$ cat config.mk
export PLATFORM = sky130hd
export DESIGN_NAME = uart_receiver
export DESIGN_NICKNAME = d
export VERILOG_FILES = /design/src/rtl/uart_pkg.sv /design/src/rtl/bit_synchronizer.sv /design/src/rtl/uart_receiver.sv
export SDC_FILE = /design/constraint.sdc
export NUM_CORES = 1
export LEC_CHECK = 0
export CAP_MARGIN = 20
export CORE_MARGIN = 8
export CORE_UTILIZATION = 57
export DETAILED_ROUTE_END_ITERATION = 10
export PLACE_DENSITY = 0.8
export SYNTH_ARGS = -nofsm -noshare
export SYNTH_HDL_FRONTEND = slang
export SYNTH_SLANG_ARGS = --single-unit
export TNS_END_PERCENT = 50
$ cat constraint.sdc
create_clock -name UART_RECEIVER_CLOCK_50 -period 2.66 [get_ports UART_RECEIVER_CLOCK_50]
set_input_delay 0.665 -clock UART_RECEIVER_CLOCK_50 [delete_from_list [all_inputs] [get_ports UART_RECEIVER_CLOCK_50]]
set_output_delay 0.665 -clock UART_RECEIVER_CLOCK_50 [all_outputs]
set_load 0.05 [all_outputs]
$ cat src/rtl/uart_pkg.sv
// Shared UART definitions: receiver state encoding and bit-timing helpers.
// No logic of its own; latency and backpressure do not apply.
package uart_pkg;

    typedef enum logic [2:0] {
        WAIT_HIGH,
        IDLE,
        START,
        DATA,
        STOP
    } rxState_t;

    localparam int MIN_CLKS_PER_BIT = 4;

    function automatic int clksPerBit(input int clkFreq, input int baudRate);
        return clkFreq / baudRate;
    endfunction

    function automatic int cntWidth(input int clksPerBitVal);
        return $clog2(clksPerBitVal);
    endfunction

endpackage

$ cat src/rtl/bit_synchronizer.sv
// Two-flop synchronizer for one asynchronous bit, reset to a chosen level.
// Latency 2 clocks; no backpressure.
module bit_synchronizer #(
    parameter logic RESET_VALUE = 1'b1
) (
    input  logic clock,
    input  logic reset,
    input  logic asyncBit,
    output logic syncBit
);

    logic metaBit;

    always_ff @(posedge clock or posedge reset) begin
        if (reset) begin
            metaBit <= RESET_VALUE;
            syncBit <= RESET_VALUE;
        end else begin
            metaBit <= asyncBit;
            syncBit <= metaBit;
        end
    end

endmodule

$ cat src/rtl/uart_receiver.sv
// 8N1 UART receiver: validates start/stop bits, strobes each good byte or a framing error.
// Latency 3 + HALF_BIT + 9*CLKS_PER_BIT clocks from start edge to strobe; no backpressure.
module uart_receiver
    import uart_pkg::*;
#(
    parameter int CLK_FREQ   = 50000000,
    parameter int BAUD_RATE  = 115200,
    parameter int DATA_WIDTH = 8
) (
    input  logic                  UART_RECEIVER_CLOCK_50,
    input  logic                  UART_RECEIVER_RESET_InHigh,
    input  logic                  UART_RECEIVER_RX_In,
    output logic [DATA_WIDTH-1:0] UART_RECEIVER_DATAOUT_OutBus,
    output logic                  UART_RECEIVER_FLAGDATA_Out,
    output logic                  UART_RECEIVER_FRAMEERROR_Out
);

    localparam int CLKS_PER_BIT = clksPerBit(CLK_FREQ, BAUD_RATE);
    localparam int HALF_BIT     = CLKS_PER_BIT / 2;
    localparam int CNT_W        = cntWidth(CLKS_PER_BIT);
    localparam int IDX_W        = (DATA_WIDTH > 1) ? $clog2(DATA_WIDTH) : 1;

    localparam logic [CNT_W-1:0] HALF_LAST = CNT_W'(HALF_BIT - 1);
    localparam logic [CNT_W-1:0] BIT_LAST  = CNT_W'(CLKS_PER_BIT - 1);
    localparam logic [CNT_W-1:0] SETTLE    = CNT_W'(2);
    localparam logic [IDX_W-1:0] IDX_LAST  = IDX_W'(DATA_WIDTH - 1);

    if (CLKS_PER_BIT < MIN_CLKS_PER_BIT) begin : gRateCheck
        $error("uart_receiver: CLK_FREQ / BAUD_RATE must be at least 4");
    end

    logic                  rxs;
    rxState_t              state;
    logic [CNT_W-1:0]      cycleCnt;
    logic [IDX_W-1:0]      bitIdx;
    logic [DATA_WIDTH-1:0] shiftReg;

    bit_synchronizer #(
        .RESET_VALUE (1'b1)
    ) rxSync (
        .clock    (UART_RECEIVER_CLOCK_50),
        .reset    (UART_RECEIVER_RESET_InHigh),
        .asyncBit (UART_RECEIVER_RX_In),
        .syncBit  (rxs)
    );

    always_ff @(posedge UART_RECEIVER_CLOCK_50 or posedge UART_RECEIVER_RESET_InHigh) begin
        if (UART_RECEIVER_RESET_InHigh) begin
            state                        <= WAIT_HIGH;
            cycleCnt                     <= '0;
            bitIdx                       <= '0;
            shiftReg                     <= '0;
            UART_RECEIVER_DATAOUT_OutBus <= '0;
            UART_RECEIVER_FLAGDATA_Out   <= 1'b0;
            UART_RECEIVER_FRAMEERROR_Out <= 1'b0;
        end else begin
            UART_RECEIVER_FLAGDATA_Out   <= 1'b0;
            UART_RECEIVER_FRAMEERROR_Out <= 1'b0;
            case (state)
                // The synchronizer's reset level of 1 says nothing about the real line,
                // so hold off until it has been refilled from the pin.
                WAIT_HIGH: begin
                    if (cycleCnt < SETTLE) begin
                        cycleCnt <= cycleCnt + 1'b1;
                    end else if (rxs) begin
                        state <= IDLE;
                    end
                end
                IDLE: begin
                    if (!rxs) begin
                        cycleCnt <= '0;
                        state    <= START;
                    end
                end
                START: begin
                    if (cycleCnt == HALF_LAST) begin
                        if (rxs) begin
                            state <= IDLE;
                        end else begin
                            cycleCnt <= '0;
                            bitIdx   <= '0;
                            state    <= DATA;
                        end
                    end else begin
                        cycleCnt <= cycleCnt + 1'b1;
                    end
                end
                DATA: begin
                    if (cycleCnt == BIT_LAST) begin
                        cycleCnt <= '0;
                        shiftReg <= {rxs, shiftReg[DATA_WIDTH-1:1]};
                        if (bitIdx == IDX_LAST) begin
                            state <= STOP;
                        end else begin
                            bitIdx <= bitIdx + 1'b1;
                        end
                    end else begin
                        cycleCnt <= cycleCnt + 1'b1;
                    end
                end
                STOP: begin
                    // Leaving at mid-stop-bit lets an immediately following start bit be caught.
                    if (cycleCnt == BIT_LAST) begin
                        if (rxs) begin
                            UART_RECEIVER_DATAOUT_OutBus <= shiftReg;
                            UART_RECEIVER_FLAGDATA_Out   <= 1'b1;
                            state                        <= IDLE;
                        end else begin
                            UART_RECEIVER_FRAMEERROR_Out <= 1'b1;
                            state                        <= WAIT_HIGH;
                        end
                    end else begin
                        cycleCnt <= cycleCnt + 1'b1;
                    end
                end
                default: state <= WAIT_HIGH;
            endcase
        end
    end

endmodule

==> results of run 1 <==
worst max-delay path, stage by stage (launching register included):
cell and delay [ps]:
dfrtp_1 460, or4b_1 730, o21ai_0 300, and4_1 420, inv_1 80, a22o_1 180
final timing paths:
check | startpoint | to | slack [ps] | cells past startpoint
setup reg to reg | cycleCnt[2]$_DFFE_PP0P_ | cycleCnt[1]$_DFFE_PP0P_ | 370 | 5
setup / recovery | cycleCnt[2]$_DFFE_PP0P_ | cycleCnt[1]$_DFFE_PP0P_ | 370 | 5
hold reg to reg | rxSync.metaBit$_DFF_PP1_ | rxSync.syncBit$_DFF_PP1_ | 370 | 0
max in group asynchronous | UART_RECEIVER_RESET_InHigh | rxSync.syncBit$_DFF_PP1_ | 1610 | 3
min in group asynchronous | UART_RECEIVER_RESET_InHigh | state[1]$_DFFE_PP0P_ | 710 | 3
hold / removal | rxSync.metaBit$_DFF_PP1_ | rxSync.syncBit$_DFF_PP1_ | 370 | 0
final cells by class:
cell class | instances | area, sq um
clock buffers | 6 | 41.3
clock inverters | 2 | 60.1
fillers | 230 | 996
inverters | 7 | 26.3
multi-input cells | 113 | 843
flip-flops and latches | 35 | 878
well taps | 44 | 55.1
repair buffers | 13 | 128
routing by layer:
| metal | track usage | vias to the layer above | wire length, um |
|---|---|---|---|
| li1 | - | 623 | - |
| met1 | 0.164 | 580 | 1470 |
| met2 | 0.209 | 39 | 1480 |
| met3 | 0.0523 | 4 | 199 |
| met4 | 0.0363 | 0 | 32 |
| met5 | 0 | - | 0 |
registers in the layout, summed over array words and instances (netlist names):
name	count
rxSync.syncBit	1
UART_RECEIVER_FLAGDATA_Out	1
state	3
rxSync.metaBit	1
bitIdx	3
UART_RECEIVER_FRAMEERROR_Out	1
shiftReg	8
UART_RECEIVER_DATAOUT_OutBus	8
cycleCnt	9
cells in the final DEF, fill, tap and decap left out, types with 2 or more instances in the layout:
cell and count:
nor2_1 2, o211ai_1 2, nor4_1 2, a21oi_1 2, nand3_1 11, a22o_1 2, inv_1 7, dfrtp_1 33
and4b_1 2, o21ai_0 10, o21a_1 2, mux2_2 17, bufinv_16 2, a211o_1 2, nand2_1 15, o31ai_1 2
clkdlybuf4s50_1 12, dfstp_2 2, clkbuf_4 5, or2_2 2, ha_1 5, nor3_1 4, nor2b_1 5, o311ai_0 3
kinds of logic after synthesis:
family	count (synthesis)	synth area share
and+or+nand+nor	57	0.191
xor gates and xnor gates	1	0.00491
buffers and inverters	14	0.0357
AOI/OAI and AO/OA	33	0.135
muxes	17	0.107
DFF	35	0.492
adders and majority gates	5	0.0350
report_power, final:
part	total, mW	internal [mW]	switching, mW
Sequential	0.679	0.583	0.0960
Combinational	0.470	0.191	0.279
Clock	0.468	0.293	0.175
Total	1.62	1.07	0.550
metrics by stage:
step                      worst slack (ps)  area (sq um)
after floorplan                        722          1790
after global placement                 516          1930
after detailed placement               416          1930
after CTS                              394          2030
after global routing                   225          2030
final                                  374          2030
==> reports/results.tsv, run 1 <==
stage	metric	value	unit
cts	ctsResizeCount	0	
power_and_ir_drop	p_leak	0.944	nW
timing	finClkSkew	14.3	ps
global_routing	antenna_found_initial	0	
global_routing	grt_pass1_vias	1204	
timing	fin_tns_setup	0	ps
timing	rsz0062_at_grt	no	
power_and_ir_drop	total_power	1.62	mW
route	wl	3190	um
yosys	ys_seq_area_frac	0.492	
finish	nets	183	
hold_path	hp-class	reg -> reg	
timing	finalMaxSlewViolations	0	
power_and_ir_drop	peakVddDrop	0.514	mV
worst_setup_path	worst_setup_path_start_kind	register	
route	routed-via-count	1246	
route	first_pass_iters	4	
worst_setup_path	cp.arrival	2510	ps
floorplan	initial_core_util	0.590	
yosys	syn_nets	170	
yosys	yosys-top-cells-count	33 x dfrtp_1, 17 x mux2_2, 15 x nand2_1	
yosys	synthArstFlopShare	1.00	
yosys	synth_seq_cells	35	
placement	hpwl	2310	um
timing	finalCritPeriodShare	0.860	
global_routing	grt.total_usage	0.132	
yosys	yosysTopAreaCell	dfrtp_1	
timing	worst_slew_pin_slew	509	ps
placement	portBuffers	12	
cts	htreeDepth	2	
cts	clk_transition_reported_paths	110	ps
cts	cts_setup_buffers	0	
timing	final-setup-viol-count	0	
timing	finalHoldViolCount	0	
yosys	synthDistinctLibCells	47	
route	wl_per_cell	14.5	um
placement	dpl.cell_count	212	
yosys	ys.flop_type	dfrtp_1	
global_routing	overflow	0	
cts	cts_hold_buf	0	
floorplan	dieArea	0.00518	sq mm
power_and_ir_drop	power.density	796	mW/mm^2
cts	clk_path_buf_depth	2	
yosys	yosysMostFrequentCell	dfrtp_1	
floorplan	die_height	72.0	um
floorplan	row_count	20	
timing	hold_slack	370	ps
route	drtIter0Drc	141	
outcome	outcome	complete, no violations	
yosys	synth-edff-count	0	
worst_setup_path	cp-end-kind	register	
yosys	synth_area_leaders	dfrtp_1 46%, mux2_2 11%, ha_1 3.5%	
timing	slew_headroom	0.656	
cts	cts_root_buf	clkbuf_4	
global_routing	grt_max_degree	36	
yosys	synth_cells	162	
cts	clock_sinks	35	
route	drc	0	
floorplan	die_w	72.0	um
worst_setup_path	crit_fanout	9	
route	via_per_inst	5.66	
global_routing	grt_pass1_wl	5460	um
floorplan	core_area	0.00303	sq mm
run	drv_cap	0	
yosys	synth_area	0.00179	sq mm
worst_setup_path	worstSetupPathType	reg -> reg	
cts	clock_latency	330	ps
timing	fmax	437	MHz
floorplan	io_pins	13	
yosys	synth_area_per_cell	11.0	sq um
route	postRouteAntennaNets	0	
yosys	yosysWarnings	0	
timing	min_period	2290	ps
placement	place.gp.congestion	0.865	
worst_setup_path	crit_required	2880	ps
finish	final_cells	220	
cts	cts_inserted_buffers	5	
finish	drive_gt1_frac	0.199	
yosys	yosys.area.top_type_share	0.463	
finish	insertedDiodeCount	0	
finish	syn2layout_area_growth	13.8	%
finish	final_util	0.671	
cts	tritoncts	built	
(Power assumes the default switching activity.)
==> run 2, diff against run 1 <==
--- a/config.mk
+++ b/config.mk
@@ -7,9 +7,9 @@
 export LEC_CHECK = 0
 export CAP_MARGIN = 20
 export CORE_MARGIN = 8
-export CORE_UTILIZATION = 57
+export CORE_UTILIZATION = 52
 export DETAILED_ROUTE_END_ITERATION = 10
-export PLACE_DENSITY = 0.8
+export PLACE_DENSITY = 0.77
 export SYNTH_ARGS = -nofsm -noshare
 export SYNTH_HDL_FRONTEND = slang
 export SYNTH_SLANG_ARGS = --single-unit
==> constraint.sdc (replaced) <==
create_clock -name UART_RECEIVER_CLOCK_50 -period 2 [get_ports UART_RECEIVER_CLOCK_50]
set_input_delay 0.5 -clock UART_RECEIVER_CLOCK_50 [delete_from_list [all_inputs] [get_ports UART_RECEIVER_CLOCK_50]]
set_output_delay 0.5 -clock UART_RECEIVER_CLOCK_50 [all_outputs]
set_load 0.05 [all_outputs]
==> run 2 against run 1 <==
Cell area up 7.0%; count of clock-buffer cells in the layout did not move; register-to-register slack worse by 300 ps; power grew 32%; combinational power up 89%; global-route usage grew 0.98 points; routed wire length is 11% higher; die area increased by 7.4%; critical endpoint is now cycleCnt[8]$_DFFE_PP0P_.
==> reports/results.tsv, run 2 (synthesis gave the netlist of run 1 again) <==
stage	metric	value	unit
outcome	outcome	complete, no violations	
cts	clk_path_buf_depth	2	
worst_setup_path	worst-r2r-setup-slack	70	ps
placement	place.gp.congestion	0.884	
cts	cts_root_buf	clkbuf_4	
timing	worst_slew_pin_slew	502	ps
finish	top_register	cycleCnt	
timing	min_period	1930	ps
timing	fin_tns_setup	0	ps
timing	finalHoldViolCount	0	
finish	fillers	263	
finish	nets	201	
worst_setup_path	crit_path_end	cycleCnt[8]$_DFFE_PP0P_	
floorplan	row_count	21	
placement	portBuffers	12	
cts	cts_inserted_buffers	5	
placement	hpwl	2430	um
worst_setup_path	reg2regPathDepth	5	
timing	rsz0062_at_grt	yes	
finish	final_cells	240	
power_and_ir_drop	peakVddDrop	0.531	mV
worst_setup_path	path_buf_inv	0	
finish	reg_top3	cycleCnt: 9 flops, UART_RECEIVER_DATAOUT_OutBus: 8 flops, shiftReg: 8 flops	
floorplan	io_pins	13	
floorplan	core_area	0.00331	sq mm
finish	final_common_cell	dfrtp_1	
worst_setup_path	crit_family	compound AO/OA/AOI/OAI gates	
worst_setup_path	worst_setup_path_start_kind	register	
route	postRouteAntennaNets	0	
worst_setup_path	crit_required	2240	ps
floorplan	die_height	74.6	um
cts	htreeDepth	2	
worst_setup_path	cpMaxStageDelayCell	or4b_4	
global_routing	overflow	0	
floorplan	initial_core_util	0.539	
finish	syn2layout_area_growth	21.7	%
power_and_ir_drop	power.density	983	mW/mm^2
worst_setup_path	crit_path_max_incr_delay	580	ps
finish	regArea	878	sq um
cts	clock_latency	330	ps
power_and_ir_drop	total_power	2.14	mW
route	drc	0	
cts	tritoncts	built	
route	via_per_inst	5.65	
worst_setup_path	path_cells	or4b_4 > o21a_1 > o21a_1 > a21bo_1 > a22o_1	
hold_path	hp-class	reg -> reg	
run	drv_cap	0	
global_routing	antenna_found_initial	0	
worst_setup_path	crit_fanout	8	
floorplan	dieArea	0.00556	sq mm
worst_setup_path	cp-end-kind	register	
finish	drive_gt1_frac	0.340	
finish	final_cell_mix	33 x dfrtp_1, 25 x buf_4, 17 x mux2_2	
timing	finalCritPeriodShare	0.963	
cts	clk_transition_reported_paths	110	ps
route	first_pass_iters	4	
power_and_ir_drop	p_leak	1.06	nW
timing	hold_slack	362	ps
floorplan	die_w	74.6	um
finish	insertedDiodeCount	0	
cts	clock_sinks	35	
timing	finClkSkew	15.6	ps
timing	finalMaxSlewViolations	0	
route	wl	3550	um
finish	largest_reg_flops	9	
worst_setup_path	worstSetupPathType	reg -> reg	
worst_setup_path	reg2reg_to	cycleCnt[8]$_DFFE_PP0P_	
route	wl_per_cell	14.8	um
worst_setup_path	crit_start	cycleCnt[3]$_DFFE_PP0P_	
timing	final-setup-viol-count	0	
global_routing	grt.total_usage	0.142	
worst_setup_path	cp.depth	5	
worst_setup_path	cp.arrival	2160	ps
timing	slew_headroom	0.665	
worst_setup_path	cpMostUsedCell	o21a_1	
route	routed-via-count	1356	
worst_setup_path	reg2reg_from	cycleCnt[3]$_DFFE_PP0P_	
global_routing	grt_pass1_vias	1310	
route	drtIter0Drc	160	
global_routing	grt_pass1_wl	6090	um
finish	multi_input_area	897	sq um
placement	dpl.cell_count	231	
global_routing	grt_max_degree	36	
timing	fmax	519	MHz
cts	cts_hold_buf	0	
[run 2: changes by cell type in the layout (fill, tap and decap cells not counted), sizes merged]
cell | before | now
bufinv | 2 | 0
dlymetal6s2s | 0 | 1
clkinvlp | 0 | 1
clkdlybuf4s50 | 12 | 2
dlygate4sd2 | 0 | 1
clkinv | 0 | 1
buf | 1 | 27
[run 2: how the worst min path moves through the flow]
stage	slack (ps)	from	endpoint	cells past startpoint
after detailed placement	350	rxSync.metaBit$_DFF_PP1_	rxSync.syncBit$_DFF_PP1_	0
after floorplan	350	rxSync.metaBit$_DFF_PP1_	rxSync.syncBit$_DFF_PP1_	0
final	360	rxSync.metaBit$_DFF_PP1_	rxSync.syncBit$_DFF_PP1_	0
after global placement	350	rxSync.metaBit$_DFF_PP1_	rxSync.syncBit$_DFF_PP1_	0
after CTS	360	rxSync.metaBit$_DFF_PP1_	rxSync.syncBit$_DFF_PP1_	0
after global routing	370	rxSync.metaBit$_DFF_PP1_	rxSync.syncBit$_DFF_PP1_	0
[run 2: routing by layer]
metal	GRT usage	vias to the layer above	share of wire
met1	0.174	668	0.44
met3	0.0526	8	0.038
met4	0.0435	0	0.015
li1	-	661	-
met5	0	-	0
met2	0.226	19	0.51
[run 2: layout make-up]
type / count / area share
clock buffers: 6 / 0.0190
clock inverters: 2 / 0.00576
inverters: 7 / 0.0121
multi-input cells: 113 / 0.413
flip-flops and latches: 35 / 0.404
well taps: 46 / 0.0265
repair buffers: 31 / 0.120
[run 2: what timing repair did]
| action | CTS | global route |
|---|---|---|
| resized for setup | 4 | 12 |
| buffers inserted | 1 | 0 |
| cloned | 0 | 0 |
| pin swaps | 1 | 2 |
| setup endpoints to repair | 23 | 15 |
[run 2: power breakdown]
| group | internal [mW] | switching [mW] | total (mW) | leakage, nW |
|---|---|---|---|---|
| Sequential | 0.775 | 0.101 | 0.876 | 0.475 |
| Combinational | 0.403 | 0.485 | 0.888 | 0.562 |
| Clock | 0.136 | 0.237 | 0.373 | 0.0282 |
| Total | 1.31 | 0.822 | 2.14 | 1.06 |
[run 2: stage by stage]
stage                     worst slack, ps  utilization  cell area (sq um)
after global routing                -16.4        0.656               2170
after detailed placement             -115        0.616               2040
after global placement              -72.6        0.616               2040
after floorplan                      61.7            -               1790
final                                73.8        0.656               2170
after CTS                            15.1        0.640               2120
